<file path="src/rtl/slow_vram_sched.sv">
// Slow VRAM time-division scheduler: fixed 4-slot frame (sprite even, sprite odd, fix, CPU)
// driving a 32K x 16 SRAM and returning read words to each requester with a one-cycle strobe.
module slow_vram_sched #(
    parameter int SLOT_LEN  = 4,
    parameter bit CPU_STEAL = 1'b0
) (
    input  logic        CLK_24M,
    input  logic        nRESET,
    input  logic        SPR_EN,
    input  logic [14:0] SPR_ADDR,
    input  logic        FIX_EN,
    input  logic [14:0] FIX_ADDR,
    input  logic        CPU_REQ,
    input  logic        CPU_WE,
    input  logic [14:0] CPU_ADDR,
    input  logic [15:0] CPU_WDATA,
    output logic        CPU_BUSY,
    output logic        CPU_ACK,
    output logic [15:0] CPU_RDATA,
    output logic        SPR_VALID,
    output logic        SPR_ODD,
    output logic [15:0] SPR_DATA,
    output logic        FIX_VALID,
    output logic [15:0] FIX_DATA,
    output logic [14:0] SVRAM_ADDR,
    output logic [15:0] SVRAM_DATA_OUT,
    input  logic [15:0] SVRAM_DATA_IN,
    output logic        nBOE,
    output logic        nBWE,
    output logic [1:0]  VRAM_CYCLE
);

    typedef enum logic [1:0] {OWN_IDLE, OWN_SPR, OWN_FIX, OWN_CPU} owner_t;

    localparam logic [2:0] LAST   = 3'(SLOT_LEN - 1);
    localparam logic [2:0] WE_END = 3'(SLOT_LEN - 2);

    logic [2:0]  phase;
    logic [1:0]  slot;
    logic        run;
    owner_t      owner;
    logic        cpu_we_q;
    logic [14:0] cpu_addr_q;
    logic [15:0] cpu_wdata_q;

    logic        slot_end;
    logic        slot_start;
    logic [1:0]  next_slot;
    logic        cpu_pending;
    owner_t      next_owner;

    always_comb begin
        slot_end   = run && (phase == LAST);
        slot_start = !run || slot_end;
        next_slot  = run ? 2'(slot + 2'd1) : 2'd0;
        // A CPU access completing on this edge must not be serviced again by the slot starting now.
        cpu_pending = CPU_BUSY && !(slot_end && owner == OWN_CPU);
        next_owner = OWN_IDLE;
        case (next_slot)
            2'd0, 2'd1: if (SPR_EN) next_owner = OWN_SPR;
            2'd2: begin
                if (FIX_EN)                      next_owner = OWN_FIX;
                else if (CPU_STEAL && cpu_pending) next_owner = OWN_CPU;
            end
            default: if (cpu_pending) next_owner = OWN_CPU;
        endcase
    end

    always_ff @(posedge CLK_24M or negedge nRESET) begin
        if (!nRESET) begin
            phase          <= '0;
            slot           <= '0;
            run            <= 1'b0;
            owner          <= OWN_IDLE;
            cpu_we_q       <= 1'b0;
            cpu_addr_q     <= '0;
            cpu_wdata_q    <= '0;
            CPU_BUSY       <= 1'b0;
            CPU_ACK        <= 1'b0;
            CPU_RDATA      <= '0;
            SPR_VALID      <= 1'b0;
            SPR_ODD        <= 1'b0;
            SPR_DATA       <= '0;
            FIX_VALID      <= 1'b0;
            FIX_DATA       <= '0;
            SVRAM_ADDR     <= '0;
            SVRAM_DATA_OUT <= '0;
            nBOE           <= 1'b1;
            nBWE           <= 1'b1;
            VRAM_CYCLE     <= 2'b11;
        end else begin
            SPR_VALID <= 1'b0;
            FIX_VALID <= 1'b0;
            CPU_ACK   <= 1'b0;

            if (!CPU_BUSY && CPU_REQ) begin
                cpu_we_q    <= CPU_WE;
                cpu_addr_q  <= CPU_ADDR;
                cpu_wdata_q <= CPU_WDATA;
                CPU_BUSY    <= 1'b1;
            end

            if (slot_end) begin
                case (owner)
                    OWN_SPR: begin
                        SPR_DATA  <= SVRAM_DATA_IN;
                        SPR_ODD   <= slot[0];
                        SPR_VALID <= 1'b1;
                    end
                    OWN_FIX: begin
                        FIX_DATA  <= SVRAM_DATA_IN;
                        FIX_VALID <= 1'b1;
                    end
                    OWN_CPU: begin
                        if (!cpu_we_q) CPU_RDATA <= SVRAM_DATA_IN;
                        CPU_ACK  <= 1'b1;
                        CPU_BUSY <= 1'b0;
                    end
                    default: ;
                endcase
            end

            if (slot_start) begin
                owner <= next_owner;
                case (next_owner)
                    OWN_SPR: begin
                        SVRAM_ADDR <= {SPR_ADDR[14:1], next_slot[0]};
                        nBOE       <= 1'b0;
                        VRAM_CYCLE <= 2'b10;
                    end
                    OWN_FIX: begin
                        SVRAM_ADDR <= FIX_ADDR;
                        nBOE       <= 1'b0;
                        VRAM_CYCLE <= 2'b00;
                    end
                    OWN_CPU: begin
                        SVRAM_ADDR <= cpu_addr_q;
                        nBOE       <= cpu_we_q;
                        VRAM_CYCLE <= 2'b01;
                        if (cpu_we_q) SVRAM_DATA_OUT <= cpu_wdata_q;
                    end
                    default: begin
                        nBOE       <= 1'b1;
                        VRAM_CYCLE <= 2'b11;
                    end
                endcase
            end

            // Write strobe spans phases 1..SLOT_LEN-2 so the address is stable a cycle either side.
            if (run && phase == 3'd0 && owner == OWN_CPU && cpu_we_q)
                nBWE <= 1'b0;
            else if (phase == WE_END)
                nBWE <= 1'b1;

            if (!run) begin
                run   <= 1'b1;
                phase <= '0;
                slot  <= '0;
            end else if (phase == LAST) begin
                phase <= '0;
                slot  <= 2'(slot + 2'd1);
            end else begin
                phase <= 3'(phase + 3'd1);
            end
        end
    end

endmodule

</file>
<file path="config.mk">
export PLATFORM = sky130hd
export DESIGN_NAME = slow_vram_sched
export DESIGN_NICKNAME = d
export VERILOG_FILES = /design/src/rtl/slow_vram_sched.sv
export SDC_FILE = /design/constraint.sdc
export NUM_CORES = 1
export LEC_CHECK = 0
export CORE_MARGIN = 4
export CORE_UTILIZATION = 50
export DETAILED_ROUTE_END_ITERATION = 8
export GPL_TIMING_DRIVEN = 0
export PLACE_DENSITY = 0.86
export SYNTH_ARGS = -nofsm -noshare
export SYNTH_HDL_FRONTEND = slang
export SYNTH_SLANG_ARGS = --single-unit
</file>
<file path="constraint.sdc">
create_clock -name CLK_24M -period 7.95 [get_ports CLK_24M]
set_clock_uncertainty 0.1 [all_clocks]
set_input_delay 0.795 -clock CLK_24M [delete_from_list [all_inputs] [get_ports CLK_24M]]
set_output_delay 0.795 -clock CLK_24M [all_outputs]
set_load 0.05 [all_outputs]
</file>
==> reports/metrics.cfg, run 1 <==
[global_routing]
grt_antenna_before_repair = 0
grt_max_degree = 93
first_global_vias = 4003
grt-ovfl-total = 0
grt_use_total_pct = 20.8
grt_pass1_wl_mm = 20.5

[place]
finalWeightedCongestion = 0.843
dp.cells = 688
port_buffers = 169
place_hpwl_mm = 9.37

[drt]
routed_via_density = 5.18
antenna_left = 0
remaining_drc_errors = 0
dr.first_iter.drc_count = 158
wl_mm = 12.7
drt-pass1-iter-count = 4
post_drt_wl_per_cell_um = 17.7
vias = 3727

[flow_run]
maxCapViolations = 0

[timing]
rsz0062_at_grt = false
fin_crit_sh_pct = 37.7
fmax_mhz = 334
fin_crit_ps = 2990
hold_viol_final = 0
maxSlewViolCount = 0
worst_pin_slew_ps = 726
timing.setup.tns_ps = 0
setup_violations = 0
slew_headroom_pct = 51.3

[synth]
synth_edf_count = 0
synth_top_family_by_area = multiplexers
ys_ff_latch = 128
synthTopCellsByCount = 124 x dfrtp_1, 96 x mux2_2, 19 x a21oi_1, 19 x nand2_1, 15 x a22o_1
yosysSeqAreaShare_pct = 60.5
syn-cell-area_um2 = 5310
synth-adder-area-share_pct = 1.42
syn_area_per_cell_um2 = 13.9
synthesis.nets = 471
muxShareOfSynthArea_pct = 21.1
synth_area_leaders = dfrtp_1 58%, mux2_2 20%, a22o_1 2.5%
synth_top_area_share_pct = 58.5
yosysTopAreaCell = dfrtp_1
synthSimpleGateAreaFrac_pct = 6.13
async_flop_share_pct = 100
synth_compound_area_share_pct = 7.67
yosys_most_used_dff = dfrtp_1
synthCells = 382
yosysMostFrequentCell = dfrtp_1
synthXorXnorAreaFrac_pct = 0.165
ys_warn_count = 0
yosysUniqueCellTypes = 41

[clock_network]
ctsLongestPathBuffers = 2
cts_root_buffer = clkbuf_8
cts_setup_buffers = 0
clk_latency_ps = 510
cts_tree = yes
htree_levels = 4
clk_pin_slew_ps = 60
cts_resized = 0
clock-sinks = 128
cts_hold_buffers = 0
cts-buffers-inserted = 17

[cells_and_area]
antenna_cells = 0
fin_cells = 720
num-fill-cells = 680
seq_area_um2 = 3210
syn_to_final_growth_pct = 46.9
layout.nets = 660
drive_gt1_share_pct = 26.4
multi_input_comb_area_um2 = 1940

[power]
p_leak_nw = 3.51
powerDensity_nw_per_um2 = 257
max-vdd-ir-drop_uv = 186

[floorplan]
pin_count = 171
die_y_um = 111
floorplan.initialDensity_pct = 51.4
dieArea_um2 = 12300
rows = 37
core-area_um2 = 10300
die_width_um = 111

[worst_setup_path]
crit_path_end_kind = flop
critical_path.top_delay_family = buffers and inverters
crit_type = reg2reg
cp_max_fo = 10
crit_slowest_cell = dfrtp_1
worstPathRequired_ps = 8250
cp-start-kind = flop
crit_arrival_ps = 3290
path_buf_inv = 4
slowest_delay_ps = 400
crit_chain = ha_1 > nand2b_4 > buf_6 > o21ai_1 > nand2_1 > ha_1 > clkbuf_1 > and3_1 > buf_2 > buf_6 > mux2_2

[run_status]
outcome = completed

[worst_hold_path]
hold_class = in2async

kinds of logic (layout without fill, tap and decap cells):
kind of cell               Yosys count  in the layout
muxes                               99             99
xor gates and xnor gates             1              1
buffers and inverters               30            232
adders and majority gates            6              6
other                                1              1
DFF                                128            128
AOI/OAI and AO/OA                   58             58
and+or+nand+nor                     59             59
state kept, by name, summed over array words and instances (netlist names), 2 cells and up:
| name | cells |
|---|---|
| cpu_wdata_q | 16 |
| CPU_RDATA | 16 |
| VRAM_CYCLE | 2 |
| phase | 3 |
| SVRAM_ADDR | 15 |
| slot | 2 |
| owner | 2 |
| SPR_DATA | 16 |
| cpu_addr_q | 15 |
| FIX_DATA | 16 |
| SVRAM_DATA_OUT | 16 |
area by class of cell:
class                           count  area share (%)
Multi-Input combinational cell    224            24.9
Tap cell                          136            2.18
Buffer                             22            1.65
Clock buffer                       18            5.36
Timing Repair Buffer              170            22.1
Sequential cell                   128            41.2
Clock inverter                     14            2.31
Inverter                            8           0.385
where the power goes:
part / switching (mW) / internal [mW] / leakage [nW] / total [mW]
clock: 0.298 / 0.483 / 0.292 / 0.781
sequential: 0.0426 / 0.727 / 1.66 / 0.770
combinational: 0.274 / 0.181 / 1.55 / 0.455
total: 0.614 / 1.39 / 3.51 / 2.01
stage by stage:
step | power [mW] | setup slack [ps] | area (um2) | util (%) | hold slack [ps]
after floorplan | 1.04 | 5280 | 5310 | - | 324
after global placement | 1.22 | 1270 | 7170 | 69.4 | 339
after detailed placement | 1.24 | 4600 | 7200 | 69.7 | 367
after CTS | 2.02 | 4940 | 7790 | 75.5 | 65.0
after global routing | 2.08 | 4810 | 7790 | 75.5 | 81.2
final | 2.01 | 4960 | 7790 | 75.5 | 72.3
worst register-to-register path, delay by kind of cell (launching register included):
kind            cells  cell delay (ps)
simple gates        3              580
mux                 1              350
compound gates      1              160
buf+inv             4              860
flops               1              400
fa+ha+maj           2              440
layout by cell type (no fill, tap or decap), types with 2 or more instances in the layout:
| cell type | n |
|---|---|
| nor2_1 | 10 |
| bufinv_16 | 3 |
| clkbuf_16 | 16 |
| a22o_1 | 15 |
| buf_6 | 5 |
| clkdlybuf4s50_1 | 168 |
| mux2_2 | 96 |
| nor2b_1 | 3 |
| nor3_1 | 14 |
| dfstp_2 | 4 |
| clkinv_4 | 4 |
| buf_2 | 7 |
| inv_6 | 3 |
| and3_1 | 3 |
| inv_1 | 8 |
| a21oi_1 | 19 |
| clkbuf_1 | 10 |
| nand2_1 | 19 |
| buf_4 | 2 |
| o31ai_1 | 14 |
| ha_1 | 6 |
| clkinv_2 | 2 |
| mux2_1 | 2 |
| dfrtp_1 | 124 |
metal layers:
metal	GRT usage, %	part of all wire [%]	vias to the layer above
met4	6.81	1.3	0
met2	35.5	52	86
li1	-	-	1747
met1	26.2	42	1879
met3	5.08	4.9	15
met5	0	0	-
path summary, 6_finish.rpt:
path                            depth (start not counted)  slack (ps)                             to          startpoint
worst min-delay path                                    1          70       FIX_DATA[11]$_DFFE_PN0P_              nRESET
max in group asynchronous                               2        6910      VRAM_CYCLE[1]$_DFFE_PN1N_              nRESET
worst min register to register                          1         370             phase[0]$_DFF_PN0_  phase[0]$_DFF_PN0_
worst max-delay path                                   11        4960  SVRAM_DATA_OUT[9]$_DFFE_PN0P_  phase[0]$_DFF_PN0_
worst max register to register                         11        4960  SVRAM_DATA_OUT[9]$_DFFE_PN0P_  phase[0]$_DFF_PN0_
min in group CLK_24M                                    1         370             phase[0]$_DFF_PN0_  phase[0]$_DFF_PN0_
(Power assumes the default switching activity.)
==> run 2: changes to the inputs <==
--- a/config.mk
+++ b/config.mk
@@ -6,10 +6,10 @@
 export NUM_CORES = 1
 export LEC_CHECK = 0
 export CORE_MARGIN = 4
-export CORE_UTILIZATION = 50
+export CORE_UTILIZATION = 46
 export DETAILED_ROUTE_END_ITERATION = 8
 export GPL_TIMING_DRIVEN = 0
-export PLACE_DENSITY = 0.86
+export PLACE_DENSITY = 0.8
 export SYNTH_ARGS = -nofsm -noshare
 export SYNTH_HDL_FRONTEND = slang
 export SYNTH_SLANG_ARGS = --single-unit
==> constraint.sdc (replaced) <==
create_clock -name CLK_24M -period 3.1 [get_ports CLK_24M]
set_clock_uncertainty 0.1 [all_clocks]
set_input_delay 0.31 -clock CLK_24M [delete_from_list [all_inputs] [get_ports CLK_24M]]
set_output_delay 0.31 -clock CLK_24M [all_outputs]
set_load 0.05 [all_outputs]
==> run 2 against run 1 <==
Effect of this change:
- combinational power increased to 2.6 times the previous value
- power increased to 2.6 times the previous value
- core utilization decreased by 4.8 points
- die area increased by 8.1%
- sequential cell count unchanged
- largest cell class unchanged
- global-route usage increased by 0.57 points
- largest power group unchanged
- hold slack improved by 240 ps
==> reports/metrics.cfg, run 2 (synthesis results as in run 1) <==
[run_status]
outcome = completed

[timing]
fin_crit_sh_pct = 93.0
fmax_mhz = 347
hold_viol_final = 0
fin_crit_ps = 2880
rsz0062_at_grt = false
maxSlewViolCount = 0
worst_pin_slew_ps = 738
slew_headroom_pct = 50.6
setup_violations = 0

[worst_setup_path]
cp_max_fo = 10
crit_path_end_kind = flop
crit_slowest_cell = dfrtp_1
crit_type = reg2reg
r2r_cells = 10
r2r-start = phase[0]$_DFF_PN0_
slowest_delay_ps = 400
cp-start-kind = flop
r2r_slack_ps = 220
worstPathRequired_ps = 3290
crit_arrival_ps = 3080
crit_chain = ha_1 > nand2b_4 > buf_6 > o21ai_2 > nand2_1 > ha_1 > and3_1 > buf_2 > buf_6 > mux2_2
rr_endpoint = SVRAM_DATA_OUT[1]$_DFFE_PN0P_

[floorplan]
pin_count = 171
rows = 38
dieArea_um2 = 13300
die_y_um = 115
die_width_um = 115
floorplan.initialDensity_pct = 47.9
core-area_um2 = 11100

[global_routing]
first_global_vias = 4186
grt_max_degree = 87
grt_pass1_wl_mm = 21.7
grt-ovfl-total = 0
grt_use_total_pct = 21.4
grt_antenna_before_repair = 0

[cells_and_area]
fin_area_um2 = 7830
layout.nets = 660
antenna_cells = 0
syn_to_final_growth_pct = 47.5
fin_cells = 724
drive_gt1_share_pct = 26.5
final_cell_mix = 168 x clkdlybuf4s50_1, 124 x dfrtp_1, 96 x mux2_2
mostFrequentLayoutCell = clkdlybuf4s50_1

[clock_network]
htree_levels = 4
clk_latency_ps = 410
cts_root_buffer = clkbuf_16
clock-sinks = 128
cts_setup_buffers = 0
cts_tree = yes
cts-buffers-inserted = 17
ctsLongestPathBuffers = 2
clk_pin_slew_ps = 60

[place]
dpl_cell_area_um2 = 7200
dp.cells = 692
port_buffers = 169
place_hpwl_mm = 9.94
finalWeightedCongestion = 0.826

[drt]
drt-pass1-iter-count = 4
post_drt_wl_per_cell_um = 18.6
vias = 3778
dr.first_iter.drc_count = 183
remaining_drc_errors = 0
wl_mm = 13.5
routed_via_density = 5.22
antenna_left = 0

[worst_hold_path]
hold_class = in2async

[power]
max-vdd-ir-drop_uv = 425
p_leak_nw = 3.52
powerDensity_nw_per_um2 = 665

[flow_run]
maxCapViolations = 0

## run 2: cell types whose count changed in the layout (fill, tap and decap cells not counted)
cell | previous run | this run
clkbuf_1 | 10 | 9
clkinv_4 | 4 | 0
clkinv_2 | 2 | 4
inv_6 | 3 | 0
o21ai_1 | 1 | 0
clkinvlp_4 | 1 | 3
dlygate4sd3_1 | 0 | 1
clkbuf_16 | 16 | 17
o21ai_2 | 0 | 1
clkbuf_8 | 1 | 4
inv_8 | 1 | 0
## run 2: what timing repair did
action	4_1_cts	5_1_grt
resized for setup	0	1
endpoints found under the setup margin	0	25
endpoints found under the hold margin	38	0
hold buffers	1	0
## run 2: per-stage QoR
step | worst slack [ps] | TNS, ps | hold WS (ps) | power (mW) | utilization, %
after global routing | 34.6 | 0 | 353 | 5.40 | 70.7
after global placement | -3140 | -394490 | 342 | 3.14 | 64.7
final | 217 | 0 | 312 | 5.20 | 70.7
after floorplan | 432 | 0 | -85.6 | 2.68 | -
after CTS | 0.350 | 0 | 289 | 5.24 | 70.7
after detailed placement | 23.9 | 0 | 154 | 3.18 | 65.0
## run 2: critical path: cells and delay by family, from the launching register on
family                   cells  cell delay [ps]
AO/OA/AOI/OAI                1              120
flip-flops                   1              400
AND/OR/NAND/NOR              3              560
adder cells (fa/ha/maj)      2              660
buffers and inverters        3              590
multiplexers                 1              340
## run 2: area by class of cell
class,instances,area (um2)
inverters,8,30.0
multi-input cells,224,1940
flip-flops and latches,128,3210
fillers,778,3250
clock inverters,10,133
plain buffers,21,125
clock buffers,22,484
well taps,140,175
repair buffers,171,1730
## run 2: metal layers
metal | vias up | track usage [%] | part of all wire [%]
li1 | 1758 | - | -
met1 | 1850 | 25.8 | 40
met2 | 136 | 35.0 | 50
met3 | 34 | 5.95 | 6.3
met4 | 0 | 11.3 | 3.6
met5 | - | 0 | 0
## run 2: worst max-delay path by stage
stage / from / endpoint / slack (ps)
after floorplan: CPU_BUSY$_DFF_PN0_ / SVRAM_DATA_OUT[10]$_DFFE_PN0P_ / 430
final: phase[0]$_DFF_PN0_ / SVRAM_DATA_OUT[1]$_DFFE_PN0P_ / 220
after global placement: nRESET / SVRAM_ADDR[10]$_DFFE_PN0P_ / -3140
after detailed placement: phase[0]$_DFF_PN0_ / SVRAM_DATA_OUT[8]$_DFFE_PN0P_ / 20
after CTS: phase[0]$_DFF_PN0_ / SVRAM_DATA_OUT[7]$_DFFE_PN0P_ / 0.3
after global routing: run$_DFF_PN0_ / SVRAM_ADDR[8]$_DFFE_PN0P_ / 30
## run 2: where the power goes
part | total, mW | internal [mW] | switching [mW]
logic | 1.18 | 0.465 | 0.712
registers | 1.97 | 1.87 | 0.106
clock network | 2.06 | 1.34 | 0.713
total | 5.20 | 3.67 | 1.53
